File: config.mk
export PLATFORM = sky130hd
export DESIGN_NAME = st7789_rx_flat
export DESIGN_NICKNAME = d
export VERILOG_FILES = /design/src/rtl/st7789_rx_if.sv /design/src/rtl/st7789_rx.sv /design/src/flat_wrapper.sv
export SDC_FILE = /design/constraint.sdc
export NUM_CORES = 1
export LEC_CHECK = 0
export CAP_MARGIN = 10
export CORE_UTILIZATION = 32
export CTS_CLUSTER_SIZE = 25
export DETAILED_ROUTE_END_ITERATION = 8
export SYNTH_ARGS = -nofsm -noshare
export SYNTH_HDL_FRONTEND = slang
export SYNTH_SLANG_ARGS = --single-unit
File: constraint.sdc
create_clock -name clk -period 11.41 [get_ports clk]
set_clock_uncertainty 0.2 [all_clocks]
set_input_delay 2.282 -clock clk [delete_from_list [all_inputs] [get_ports clk]]
set_output_delay 2.282 -clock clk [all_outputs]
set_load 0.05 [all_outputs]
File: src/rtl/st7789_rx_if.sv
// ST7789 pin bundle plus the decoded byte/pixel stream of the link receiver.
// The master side drives the panel pins; the slave side decodes them.
interface st7789_rx_if;
   logic        sda;
   logic        scl;
   logic        dc;
   logic        res;
   logic        byte_valid;
   logic [7:0]  byte_data;
   logic        byte_dc;
   logic        cmd_valid;
   logic        pix_valid;
   logic [8:0]  pix_x;
   logic [8:0]  pix_y;
   logic [15:0] pix_data;

   modport master (
      output sda, scl, dc, res,
      input  byte_valid, byte_data, byte_dc, cmd_valid,
      input  pix_valid, pix_x, pix_y, pix_data
   );

   modport slave (
      input  sda, scl, dc, res,
      output byte_valid, byte_data, byte_dc, cmd_valid,
      output pix_valid, pix_x, pix_y, pix_data
   );
endinterface

File: src/rtl/st7789_rx.sv
// Receive-side model of the ST7789 serial link: deserializes SDA on SCL rise,
// decodes CASET/RASET/RAMWR and emits one RGB565 pixel write per pixel.
module st7789_rx #(
   parameter int unsigned WIDTH  = 240,
   parameter int unsigned HEIGHT = 240
) (
   input  logic         clk,
   input  logic         rst,
   st7789_rx_if.slave   bus
);
   localparam int unsigned CW = 9;
   localparam logic [CW-1:0] XE_RST = CW'(WIDTH - 1);
   localparam logic [CW-1:0] YE_RST = CW'(HEIGHT - 1);

   typedef enum logic [2:0] {
      S_IDLE, S_CASET, S_RASET, S_RAMWR_HI, S_RAMWR_LO
   } state_t;

   // Pin synchronizers; scl_sync[2] is the previous synced SCL for edge detect.
   // These stay outside the pin reset so RES itself can be observed.
   logic [1:0] sda_sync, dc_sync, res_sync;
   logic [2:0] scl_sync;

   always_ff @(posedge clk or posedge rst) begin
      if (rst) begin
         sda_sync <= 2'b00;
         dc_sync  <= 2'b00;
         res_sync <= 2'b00;
         scl_sync <= 3'b111;
      end else begin
         sda_sync <= {sda_sync[0], bus.sda};
         dc_sync  <= {dc_sync[0], bus.dc};
         res_sync <= {res_sync[0], bus.res};
         scl_sync <= {scl_sync[1:0], bus.scl};
      end
   end

   logic sda_s, dc_s, res_s, scl_rise;
   assign sda_s    = sda_sync[1];
   assign dc_s     = dc_sync[1];
   assign res_s    = res_sync[1];
   assign scl_rise = scl_sync[1] & ~scl_sync[2];

   // Deserializer
   logic [6:0] shift_q, shift_n;
   logic [2:0] cnt_q, cnt_n;
   logic       byte_valid_q, byte_valid_n;
   logic [7:0] byte_data_q, byte_data_n;
   logic       byte_dc_q, byte_dc_n;
   logic       cmd_valid_q, cmd_valid_n;

   always_comb begin
      shift_n      = shift_q;
      cnt_n        = cnt_q;
      byte_valid_n = 1'b0;
      cmd_valid_n  = 1'b0;
      byte_data_n  = byte_data_q;
      byte_dc_n    = byte_dc_q;
      if (scl_rise) begin
         shift_n = {shift_q[5:0], sda_s};
         cnt_n   = cnt_q + 3'd1;
         if (cnt_q == 3'd7) begin
            byte_valid_n = 1'b1;
            byte_data_n  = {shift_q, sda_s};
            byte_dc_n    = dc_s;
            cmd_valid_n  = ~dc_s;
         end
      end
      if (!res_s) begin
         shift_n     = '0;
         cnt_n       = '0;
         byte_data_n = '0;
         byte_dc_n   = 1'b0;
         cmd_valid_n = 1'b0;
         byte_valid_n = 1'b0;
      end
   end

   always_ff @(posedge clk or posedge rst) begin
      if (rst) begin
         shift_q      <= '0;
         cnt_q        <= '0;
         byte_valid_q <= 1'b0;
         byte_data_q  <= '0;
         byte_dc_q    <= 1'b0;
         cmd_valid_q  <= 1'b0;
      end else begin
         shift_q      <= shift_n;
         cnt_q        <= cnt_n;
         byte_valid_q <= byte_valid_n;
         byte_data_q  <= byte_data_n;
         byte_dc_q    <= byte_dc_n;
         cmd_valid_q  <= cmd_valid_n;
      end
   end

   // Command decoder and window pointer
   state_t          state_q, state_n;
   logic [1:0]      idx_q, idx_n;
   logic [23:0]     stage_q, stage_n;
   logic [CW-1:0]   xs_q, xs_n, xe_q, xe_n, ys_q, ys_n, ye_q, ye_n;
   logic [CW-1:0]   x_q, x_n, y_q, y_n;
   logic [7:0]      hi_q, hi_n;
   logic            pix_valid_q, pix_valid_n;
   logic [CW-1:0]   pix_x_q, pix_x_n, pix_y_q, pix_y_n;
   logic [15:0]     pix_data_q, pix_data_n;

   always_comb begin
      state_n     = state_q;
      idx_n       = idx_q;
      stage_n     = stage_q;
      xs_n        = xs_q;
      xe_n        = xe_q;
      ys_n        = ys_q;
      ye_n        = ye_q;
      x_n         = x_q;
      y_n         = y_q;
      hi_n        = hi_q;
      pix_valid_n = 1'b0;
      pix_x_n     = pix_x_q;
      pix_y_n     = pix_y_q;
      pix_data_n  = pix_data_q;

      if (byte_valid_q && !byte_dc_q) begin
         idx_n   = '0;
         stage_n = '0;
         case (byte_data_q)
            8'h2A:   state_n = S_CASET;
            8'h2B:   state_n = S_RASET;
            8'h2C: begin
               x_n     = xs_q;
               y_n     = ys_q;
               state_n = S_RAMWR_HI;
            end
            default: state_n = S_IDLE;
         endcase
      end else if (byte_valid_q) begin
         case (state_q)
            S_CASET, S_RASET: begin
               if (idx_q == 2'd3) begin
                  // Only the low 9 bits of start/end matter on a 9-bit grid
                  if (state_q == S_CASET) begin
                     xs_n = {stage_q[16], stage_q[15:8]};
                     xe_n = {stage_q[0], byte_data_q};
                  end else begin
                     ys_n = {stage_q[16], stage_q[15:8]};
                     ye_n = {stage_q[0], byte_data_q};
                  end
                  state_n = S_IDLE;
               end else begin
                  stage_n = {stage_q[15:0], byte_data_q};
                  idx_n   = idx_q + 2'd1;
               end
            end
            S_RAMWR_HI: begin
               hi_n    = byte_data_q;
               state_n = S_RAMWR_LO;
            end
            S_RAMWR_LO: begin
               pix_valid_n = 1'b1;
               pix_x_n     = x_q;
               pix_y_n     = y_q;
               pix_data_n  = {hi_q, byte_data_q};
               if (x_q == xe_q) begin
                  x_n = xs_q;
                  y_n = (y_q == ye_q) ? ys_q : y_q + 9'd1;
               end else begin
                  x_n = x_q + 9'd1;
               end
               state_n = S_RAMWR_HI;
            end
            default: ;
         endcase
      end

      if (!res_s) begin
         state_n     = S_IDLE;
         idx_n       = '0;
         stage_n     = '0;
         xs_n        = '0;
         xe_n        = XE_RST;
         ys_n        = '0;
         ye_n        = YE_RST;
         x_n         = '0;
         y_n         = '0;
         hi_n        = '0;
         pix_valid_n = 1'b0;
         pix_x_n     = '0;
         pix_y_n     = '0;
         pix_data_n  = '0;
      end
   end

   always_ff @(posedge clk or posedge rst) begin
      if (rst) begin
         state_q     <= S_IDLE;
         idx_q       <= '0;
         stage_q     <= '0;
         xs_q        <= '0;
         xe_q        <= XE_RST;
         ys_q        <= '0;
         ye_q        <= YE_RST;
         x_q         <= '0;
         y_q         <= '0;
         hi_q        <= '0;
         pix_valid_q <= 1'b0;
         pix_x_q     <= '0;
         pix_y_q     <= '0;
         pix_data_q  <= '0;
      end else begin
         state_q     <= state_n;
         idx_q       <= idx_n;
         stage_q     <= stage_n;
         xs_q        <= xs_n;
         xe_q        <= xe_n;
         ys_q        <= ys_n;
         ye_q        <= ye_n;
         x_q         <= x_n;
         y_q         <= y_n;
         hi_q        <= hi_n;
         pix_valid_q <= pix_valid_n;
         pix_x_q     <= pix_x_n;
         pix_y_q     <= pix_y_n;
         pix_data_q  <= pix_data_n;
      end
   end

   assign bus.byte_valid = byte_valid_q;
   assign bus.byte_data  = byte_data_q;
   assign bus.byte_dc    = byte_dc_q;
   assign bus.cmd_valid  = cmd_valid_q;
   assign bus.pix_valid  = pix_valid_q;
   assign bus.pix_x      = pix_x_q;
   assign bus.pix_y      = pix_y_q;
   assign bus.pix_data   = pix_data_q;

endmodule

File: src/flat_wrapper.sv
// flat-port wrapper written by rule: the top's interface ports become plain ports
module st7789_rx_flat 
#(
   parameter int unsigned WIDTH  = 240,
   parameter int unsigned HEIGHT = 240
)
  (clk, rst, bus_sda, bus_scl, bus_dc, bus_res, bus_byte_valid, bus_byte_data, bus_byte_dc, bus_cmd_valid, bus_pix_valid, bus_pix_x, bus_pix_y, bus_pix_data);
  st7789_rx_if bus_i ();
  input  logic clk;
  input  logic rst;
  input wire logic [$bits(bus_i.sda)-1:0] bus_sda;
  input wire logic [$bits(bus_i.scl)-1:0] bus_scl;
  input wire logic [$bits(bus_i.dc)-1:0] bus_dc;
  input wire logic [$bits(bus_i.res)-1:0] bus_res;
  output wire logic [$bits(bus_i.byte_valid)-1:0] bus_byte_valid;
  output wire logic [$bits(bus_i.byte_data)-1:0] bus_byte_data;
  output wire logic [$bits(bus_i.byte_dc)-1:0] bus_byte_dc;
  output wire logic [$bits(bus_i.cmd_valid)-1:0] bus_cmd_valid;
  output wire logic [$bits(bus_i.pix_valid)-1:0] bus_pix_valid;
  output wire logic [$bits(bus_i.pix_x)-1:0] bus_pix_x;
  output wire logic [$bits(bus_i.pix_y)-1:0] bus_pix_y;
  output wire logic [$bits(bus_i.pix_data)-1:0] bus_pix_data;
  assign bus_i.sda = bus_sda;
  assign bus_i.scl = bus_scl;
  assign bus_i.dc = bus_dc;
  assign bus_i.res = bus_res;
  assign bus_byte_valid = bus_i.byte_valid;
  assign bus_byte_data = bus_i.byte_data;
  assign bus_byte_dc = bus_i.byte_dc;
  assign bus_cmd_valid = bus_i.cmd_valid;
  assign bus_pix_valid = bus_i.pix_valid;
  assign bus_pix_x = bus_i.pix_x;
  assign bus_pix_y = bus_i.pix_y;
  assign bus_pix_data = bus_i.pix_data;
  st7789_rx #(.WIDTH(WIDTH), .HEIGHT(HEIGHT)) u_core (.clk(clk), .rst(rst), .bus(bus_i));
endmodule
==> flow_metrics.env, run 1 <==
export IMPL_post_synth_num_cell_types=54
export IMPL_firstDrtPassIters=4
export IMPL_p_int_w=0.0008746
export IMPL_cts_buffer_depth=2
export IMPL_critical_path_buf_inv_count=1
export IMPL_cts_root_buf="clkbuf_16"
export IMPL_pwr_share_comb_pct=2.6
export IMPL_sequentialPowerShare_pct=47.8
export IMPL_p_total_w=0.001114
export IMPL_grt_pass1_vias=4746
export IMPL_power_density_nw_per_um2=137.7
export IMPL_die_width_um=147.8
export IMPL_worstSetupEndpointType="primary output"
export IMPL_htreeDepth=4
export IMPL_crit_family="buffers and inverters"
export IMPL_period_share_pct=38.54
export IMPL_finalCriticalPeriod_ns=4.397
export IMPL_slew_headroom_pct=40.57
export IMPL_die_area_um2=21850
export IMPL_tns_ns=0
export IMPL_ys_seq_area_share_pct=55.11
export IMPL_ios=52
export IMPL_cts_sinks=149
export IMPL_overflow=0
export IMPL_cts_resized_gates=0
export IMPL_place_area_um2=7508
export IMPL_critPathArrivalTime_ns=1.92
export IMPL_numCtsBuffers=17
export IMPL_rows=52
export IMPL_design_area_um2=8089
export IMPL_dpl_hpwl_um=10450
export IMPL_criticalPathCategory="register to primary output"
export IMPL_max_stage_delay_ns=0.90
export IMPL_netSwitchingFraction_pct=21.48
export IMPL_syn_area_per_cell_um2=9.170
export IMPL_nets=781
export IMPL_ir_drop_uv=99.68
export IMPL_clk_pin_slew_ns=0.06
export IMPL_synth_nets=753
export IMPL_cts_tree="done"
export IMPL_ctsHoldBuffers=0
export IMPL_drt_wl_total_um=16310
export IMPL_diodes=0
export IMPL_drtIter0Drc=342
export IMPL_ys_flop_type="dfrtp_1"
export IMPL_maxCapViolCount=0
export IMPL_die_height_um=147.8
export IMPL_crit_fanout=8
export IMPL_critPathRequiredTime_ns=8.93
export IMPL_min_path_type="register to register"
export IMPL_grt_pass1_wl_um=26280
export IMPL_p_sw_w=0.0002393
export IMPL_grt_max_degree=96
export IMPL_fmax_mhz=227.4
export IMPL_cts_setup_buffers=0
export IMPL_antenna_found_initial=0
export IMPL_drc=0
export IMPL_setup_viol=0
export IMPL_worstSkewPairLatency_ns=0.42
export IMPL_syn_cell_area_um2=6804
export IMPL_wl_per_cell_um=15.49
export IMPL_ys_async_sr_fraction_pct=100.0
export IMPL_hold_viol_final=0
export IMPL_postRouteAntennaNets=0
export IMPL_worstPathCellList="clkdlybuf4s50_1"
export IMPL_netlist_instances=742
export IMPL_ys_warn_count=0
export IMPL_slowest_stage="clkdlybuf4s50_1"
export IMPL_synth_edff_count=0
export IMPL_slew_viol_final=0
export IMPL_critPathLaunchType="register"
export IMPL_grt_usage_pct=15.36
export IMPL_vias=5303
export IMPL_area_growth_syn_to_layout_pct=18.89
export IMPL_status="completed"
export IMPL_pwr_share_clk_pct=49.6
export IMPL_place_gp_congestion=0.8268
export IMPL_rsz0062_at_grt="false"
export IMPL_leakage_nw=3.380
export IMPL_viasPerCell=5.036
export IMPL_tightest_slew_ns=0.8867
export IMPL_synth_seq_cells=149
export IMPL_layout_drive_gt1_share_pct=9.068
export IMPL_portBuffers=51
export IMPL_fp_coreArea_um2=20560
export IMPL_start_util_pct=33.09
==> power by group through the flow <==
stage / clock network, W / logic, W / registers [W]
after floorplan: 0 / 0.0000202 / 0.000542
after global placement: 0 / 0.0000300 / 0.000542
after detailed placement: 0 / 0.0000300 / 0.000542
after CTS: 0.000560 / 0.0000299 / 0.000533
after global routing: 0.000583 / 0.0000331 / 0.000533
final: 0.000552 / 0.0000289 / 0.000533
==> cell usage after synthesis (all sizes together) (3+ instances only) <==
master | number | share of area, %
dfstp | 17 | 6.6
dfrtp | 132 | 49
nor4 | 3 | 0.46
xor2 | 9 | 1.2
inv | 5 | 0.28
nor3 | 8 | 0.59
or3 | 3 | 0.28
nand3 | 38 | 2.8
xnor2 | 12 | 1.5
nor2 | 29 | 1.6
nand2 | 231 | 13
buf | 21 | 1.6
o21ai | 23 | 1.7
ha | 5 | 0.92
clkbuf | 30 | 1.7
nand4 | 20 | 1.8
a211oi | 9 | 0.99
a21oi | 82 | 6.1
nor2b | 3 | 0.28
nand4b | 6 | 0.86
and3 | 3 | 0.28
mux2i | 17 | 2.5
o22ai | 6 | 0.55
==> path summary, 6_finish.rpt <==
check / end / slack (ns) / startpoint / cells past startpoint
worst max-delay path: bus_byte_data[7] / 7.01 / u_core.bus.byte_data[7] / 1
worst min-delay path: u_core.sda_sync[1] / 0.15 / u_core.sda_sync[0] / 0
worst max register to register: u_core.y_q[2] / 8.46 / u_core.bus.byte_data[4] / 5
worst min register to register: u_core.sda_sync[1] / 0.15 / u_core.sda_sync[0] / 0
max in group asynchronous: u_core.x_q[4] / 7.57 / rst / 3
min in group asynchronous: u_core.stage_q[6] / 2.19 / rst / 2
==> final cells by class <==
cell class / instances / area, µm²
inverter: 6 / 27.53
sequential: 149 / 3750
clock buffer: 24 / 481.7
fill: 2108 / 12470
tap: 270 / 337.8
clock inverter: 8 / 98.84
multi-input combinational: 536 / 2815
timing repair buffer: 60 / 578.1
==> routing by layer <==
layer	wire [µm]	up-vias	part of all wire, %	GRT usage (%)
met3	590	13	3.6	3.611
li1	-	2571	-	-
met4	130	0	0.80	3.866
met5	0	-	0	0
met2	7505	112	46	23.37
met1	8082	2607	50	21.90
==> registers in the layout, summed over array words and instances, names as in the netlist, 7 cells and up <==
register	flops
u_core.bus.byte_data	8
u_core.bus.pix_data	16
u_core.bus.pix_x	9
u_core.bus.pix_y	9
u_core.hi_q	8
u_core.shift_q	7
u_core.stage_q	17
u_core.x_q	9
u_core.xe_q	9
u_core.xs_q	9
u_core.y_q	9
u_core.ye_q	9
u_core.ys_q	9
==> through the flow <==
| step | setup WS (ns) | util, % | cells | hold WS (ns) |
|---|---|---|---|---|
| after floorplan | 4.948 | - | 742 | 0.1312 |
| after global placement | 6.983 | 36.52 | 1021 | 0.1320 |
| after detailed placement | 6.992 | 36.52 | 1021 | 0.1372 |
| after CTS | 6.973 | 39.34 | 1053 | 0.1502 |
| after global routing | 6.952 | 39.34 | 1053 | 0.1559 |
| final | 7.013 | 39.34 | 1053 | 0.1488 |
==> logic make-up after synthesis <==
family                   share of synthesized area, %
XOR/XNOR                                        2.703
multiplexers                                    2.832
buffers and inverters                           3.567
flip-flops                                      55.11
AND/OR/NAND/NOR                                 23.52
adder cells (fa/ha/maj)                        0.9195
AO/OA/AOI/OAI                                   11.35
==> cell usage in the layout (no fill, tap or decap), types with 3 or more instances in the layout <==
master,n
a211oi_1,9
a21oi_1,81
and3_1,3
buf_4,9
clkbuf_1,4
clkbuf_16,17
clkbuf_8,3
clkdlybuf4s50_1,51
clkinv_2,3
dfrtp_1,132
dfstp_2,17
ha_1,5
inv_1,4
mux2i_1,17
nand2_1,231
nand3_1,38
nand4_1,20
nand4b_1,5
nor2_1,28
nor2b_1,3
nor3_1,8
o21ai_0,22
o22ai_1,6
or3_1,3
xnor2_1,12
xor2_1,9
Power figures use the tool's default switching activity.
==> inputs of run 2 (changes only) <==
clock period = 3.8 ns   (was 11.41 ns; I/O delays follow)
==> run 2 against run 1 <==
Net effect: cell area rose by 0.71%; final cell count rose by 0.28%; count of clock-buffer cells in the layout fell by 2; combinational power rose to 3.1 times the previous value; sequential share of layout area fell by 0.33 points; sequential cell count did not move; critical path type unchanged.
==> flow_metrics.env, run 2 (synthesis results as in run 1) <==
export IMPL_status="completed"
export IMPL_crit_fanout=8
export IMPL_cts_resized_gates=0
export IMPL_place_gp_congestion=0.7726
export IMPL_top_register="u_core.stage_q"
export IMPL_worstSetupEndpointType="primary output"
export IMPL_htreeDepth=4
export IMPL_worstPathCellList="clkdlybuf4s50_1"
export IMPL_power_density_nw_per_um2=416.7
export IMPL_ctsHoldBuffers=0
export IMPL_dp_slack_ns=1.320
export IMPL_tightest_slew_ns=0.8424
export IMPL_hold_depth=0
export IMPL_nets=784
export IMPL_critPathArrivalTime_ns=1.92
export IMPL_fin_ws_ns=0.9192
export IMPL_cts_sinks=149
export IMPL_maxCapViolCount=0
export IMPL_portBuffers=51
export IMPL_grt_max_degree=110
export IMPL_p_total_w=0.003395
export IMPL_setup_viol=0
export IMPL_criticalPathCategory="register to primary output"
export IMPL_numCtsBuffers=17
export IMPL_leakage_nw=3.408
export IMPL_vias=5280
export IMPL_die_area_um2=21850
export IMPL_slowest_stage="clkdlybuf4s50_1"
export IMPL_fin_cells=1056
export IMPL_r2r_slack_ns=1.44
export IMPL_drc=0
export IMPL_drtIter0Drc=304
export IMPL_final_common_cell="nand2_1"
export IMPL_start_util_pct=33.09
export IMPL_clk_pin_slew_ns=0.06
export IMPL_antenna_found_initial=0
export IMPL_min_path_type="register to register"
export IMPL_period_share_pct=75.81
export IMPL_crit_family="buffers and inverters"
export IMPL_diodes=0
export IMPL_critPathRequiredTime_ns=2.84
export IMPL_fmax_mhz=347.1
export IMPL_postRouteAntennaNets=0
export IMPL_cts_buffer_depth=2
export IMPL_regToRegEndpoint="u_core.y_q[2]"
export IMPL_die_width_um=147.8
export IMPL_ios=52
export IMPL_area_growth_syn_to_layout_pct=19.73
export IMPL_finalCriticalPeriod_ns=2.881
export IMPL_final_cell_mix="nand2_1, dfrtp_1, a21oi_1"
export IMPL_grt_usage_pct=16.27
export IMPL_largest_reg_flops=17
export IMPL_cts_setup_buffers=0
export IMPL_critical_path_buf_inv_count=1
export IMPL_die_height_um=147.8
export IMPL_hold_ws_ns=0.1529
export IMPL_cts_root_buf="clkbuf_16"
export IMPL_rows=52
export IMPL_hold_viol_final=0
export IMPL_pwr_share_comb_pct=2.6
export IMPL_ir_drop_uv=291.9
export IMPL_overflow=0
export IMPL_fp_coreArea_um2=20560
export IMPL_slew_viol_final=0
export IMPL_slew_headroom_pct=43.54
export IMPL_cts_tree="done"
export IMPL_p_int_w=0.002652
export IMPL_r2r_start="u_core.bus.byte_data[6]"
export IMPL_tns_ns=0
export IMPL_p_sw_w=0.0007436
export IMPL_pwr_share_clk_pct=50.3
export IMPL_viasPerCell=5.000
export IMPL_critPathLaunchType="register"
export IMPL_sequentialPowerShare_pct=47.1
export IMPL_n_fill_cell=2069
export IMPL_max_stage_delay_ns=0.91
export IMPL_grt_pass1_vias=5039
export IMPL_holdCritStartpoint="u_core.dc_sync[0]"
export IMPL_wl_per_cell_um=15.54
export IMPL_grt_pass1_wl_um=27580
export IMPL_layout_drive_gt1_share_pct=9.796
export IMPL_dp_cells=1024
export IMPL_reg2reg_depth=6
export IMPL_rsz0062_at_grt="false"
export IMPL_whs_endpoint="u_core.dc_sync[1]"
export IMPL_worstSkewPairLatency_ns=0.43
export IMPL_drt_wl_total_um=16410
export IMPL_firstDrtPassIters=5
export IMPL_dpl_hpwl_um=10900
export IMPL_netSwitchingFraction_pct=21.90
-- run 2: cell count changes in the layout (fill, tap and decap cells not counted) --
cell,before,now
buf_12,0,1
buf_4,9,11
clkbuf_1,4,1
clkbuf_8,3,4
clkinv_2,3,2
clkinv_4,1,2
clkinvlp_4,2,3
inv_6,1,2
-- run 2: worst max-delay path by stage --
stage	depth (start not counted)	to	startpoint
finish	1	bus_byte_data[7]	u_core.bus.byte_data[7]
global route	1	bus_byte_data[7]	u_core.bus.byte_data[7]
CTS	1	bus_byte_data[6]	u_core.bus.byte_data[6]
detailed placement	1	bus_byte_data[6]	u_core.bus.byte_data[6]
global placement	1	bus_byte_data[6]	u_core.bus.byte_data[6]
floorplan	1	u_core.bus.byte_data[0]	rst
-- run 2: cell type report --
cell class / count / area, µm² / area share [%]
flip-flops and latches: 149 / 3750 / 46.03
multi-input cells: 536 / 2815 / 34.56
repair buffers: 63 / 613.1 / 7.526
clock buffers: 22 / 484.2 / 5.944
well taps: 270 / 337.8 / 4.147
clock inverters: 10 / 120.1 / 1.474
inverters: 6 / 26.28 / 0.3225
-- run 2: routing by layer --
layer | routed length, µm | part of all wire [%] | vias to the layer above | global-route usage [%]
li1 | - | - | 2585 | -
met1 | 8006 | 49 | 2569 | 22.83
met2 | 7466 | 45 | 106 | 24.08
met3 | 703 | 4.3 | 20 | 4.259
met4 | 234 | 1.4 | 0 | 5.773
met5 | 0 | 0 | - | 0
-- run 2: worst reg2reg max path: stages, from the launching register on --
cell      delay [ns]
dfrtp_1         0.52
nor4b_4         0.35
nand4b_2        0.23
a21oi_2         0.16
buf_4           0.25
nand3_1         0.29
o221ai_1        0.27
-- run 2: stage by stage --
step	utilization (%)	area (µm²)
floorplan	-	6808
global placement	36.68	7542
detailed placement	36.68	7542
CTS	39.62	8147
global route	39.62	8147
finish	39.62	8147
-- run 2: power by group through the flow --
stage / clock network [W] / logic, W / registers, W
2_1_floorplan: 0 / 0.0000611 / 0.00163
3_3_place_gp: 0 / 0.0000923 / 0.00163
3_5_place_dp: 0 / 0.0000926 / 0.00163
4_1_cts: 0.00174 / 0.0000926 / 0.00160
5_1_grt: 0.00182 / 0.000102 / 0.00160
6_report: 0.00171 / 0.0000889 / 0.00160
==> inputs of run 3 (changes only) <==
clock period = 2.82 ns   (was 3.8 ns; I/O delays follow)
==> run 3 against run 2 <==
Net effect: first-iteration DRC count increased by 30%; final cell count is 0.66% higher; non-clock buffer count rose by 7; die area unchanged; wire length is 3.6% higher; critical path depth unchanged; highest routed layer unchanged.
==> flow_metrics.env, run 3 (synthesis results as in run 1) <==
export IMPL_tns_ns=0
export IMPL_design_area_um2=8249
export IMPL_drtIter0Drc=396
export IMPL_setup_viol=0
export IMPL_grt_pass1_wl_um=27800
export IMPL_post_route_util_pct=40.12
export IMPL_max_stage_delay_ns=0.91
export IMPL_ctsHoldBuffers=0
export IMPL_power_density_nw_per_um2=568.8
export IMPL_viasPerCell=5.019
export IMPL_whs_endpoint="u_core.sda_sync[1]"
export IMPL_ir_drop_uv=389.8
export IMPL_diodes=0
export IMPL_die_width_um=147.8
export IMPL_fmax_mhz=369.8
export IMPL_finalCriticalPeriod_ns=2.704
export IMPL_holdCritStartpoint="u_core.sda_sync[0]"
export IMPL_cts_buffer_depth=2
export IMPL_cts_sinks=149
export IMPL_grt_max_degree=72
export IMPL_area_growth_syn_to_layout_pct=21.24
export IMPL_firstDrtPassIters=5
export IMPL_drt_wl_total_um=17010
export IMPL_tightest_slew_ns=0.8758
export IMPL_critPathRequiredTime_ns=2.06
export IMPL_antenna_found_initial=0
export IMPL_overflow=0
export IMPL_slowest_stage="clkdlybuf4s50_1"
export IMPL_ios=52
export IMPL_largest_reg_flops=17
export IMPL_postRouteAntennaNets=0
export IMPL_critPathArrivalTime_ns=1.94
export IMPL_cts_setup_buffers=0
export IMPL_r2r_start="u_core.bus.byte_data[6]"
export IMPL_place_gp_congestion=0.8540
export IMPL_critical_path_buf_inv_count=1
export IMPL_cts_root_buf="clkbuf_16"
export IMPL_crit_fanout=8
export IMPL_clk_pin_slew_ns=0.06
export IMPL_status="completed"
export IMPL_r2r_slack_ns=0.52
export IMPL_portBuffers=51
export IMPL_period_share_pct=95.90
export IMPL_rsz0062_at_grt="false"
export IMPL_top_register="u_core.stage_q"
export IMPL_worstSetupEndpointType="primary output"
export IMPL_hold_ws_ns=0.1493
export IMPL_place_area_um2=7620
export IMPL_hold_viol_final=0
export IMPL_die_area_um2=21850
export IMPL_critPathLaunchType="register"
export IMPL_wl_per_cell_um=16.00
export IMPL_worstPathCellList="clkdlybuf4s50_1"
export IMPL_rows=52
export IMPL_slew_viol_final=0
export IMPL_dp_slack_ns=0.5130
export IMPL_reg2reg_depth=5
export IMPL_criticalPathCategory="register to primary output"
export IMPL_die_height_um=147.8
export IMPL_min_path_type="register to register"
export IMPL_fin_ws_ns=0.1155
export IMPL_grt_pass1_vias=5035
export IMPL_nets=791
export IMPL_regToRegEndpoint="u_core.x_q[0]"
export IMPL_vias=5335
export IMPL_dpl_hpwl_um=11220
export IMPL_fp_coreArea_um2=20560
export IMPL_final_cell_mix="nand2_1, dfrtp_1, a21oi_1"
export IMPL_hold_depth=0
export IMPL_numCtsBuffers=17
export IMPL_worstSkewPairLatency_ns=0.43
export IMPL_final_common_cell="nand2_1"
export IMPL_cts_tree="done"
export IMPL_layout_drive_gt1_share_pct=10.47
export IMPL_drc=0
export IMPL_crit_family="buffers and inverters"
export IMPL_htreeDepth=4
export IMPL_slew_headroom_pct=41.55
export IMPL_leakage_nw=3.461
export IMPL_cts_resized_gates=0
export IMPL_maxCapViolCount=0
export IMPL_start_util_pct=33.09
export IMPL_grt_usage_pct=16.43
-- run 3: power breakdown --
group	total (W)	switching [W]	internal, W	leakage (nW)
Sequential	0.00215	0.00000490	0.00215	2.01
Combinational	0.000130	0.000102	0.0000283	1.15
Clock	0.00241	0.000911	0.00150	0.304
-- run 3: stage by stage --
| stage | cells | power, W |
|---|---|---|
| detailed placement | 1031 | 0.002327 |
| global route | 1063 | 0.004839 |
| global placement | 1031 | 0.002326 |
| finish | 1063 | 0.004692 |
| floorplan | 742 | 0.002274 |
| CTS | 1063 | 0.004737 |
-- run 3: per-layer routing --
layer,global-route usage [%],vias up,wire length (µm)
li1,-,2598,-
met1,23.52,2596,8343
met2,24.55,127,7843
met3,3.920,14,662
met4,4.845,0,155
met5,0,-,0
-- run 3: area by class of cell --
class,count,area (µm²)
fill,2116,12310
timing repair buffer,70,690.7
multi-input combinational,536,2815
clock inverter,9,141.4
inverter,6,26.28
tap,270,337.8
sequential,149,3750
clock buffer,23,488.0
-- run 3: worst register-to-register path, delay by kind of cell, from the launching register on --
family	cells	cell delay (ns)
AO/OA/AOI/OAI	2	0.55
AND/OR/NAND/NOR	3	0.97
flip-flops	1	0.51
-- run 3: how the worst max path moves through the flow --
stage,slack (ns),from,depth (start not counted),endpoint
final,0.12,u_core.bus.byte_data[7],1,bus_byte_data[7]
after global routing,0.08,u_core.bus.byte_data[7],1,bus_byte_data[7]
after CTS,0.09,u_core.bus.byte_data[7],1,bus_byte_data[7]
after detailed placement,0.51,u_core.bus.byte_data[6],5,u_core.x_q[0]
after global placement,0.54,u_core.bus.byte_data[6],5,u_core.x_q[0]
after floorplan,0.19,rst,1,u_core.bus.byte_data[0]
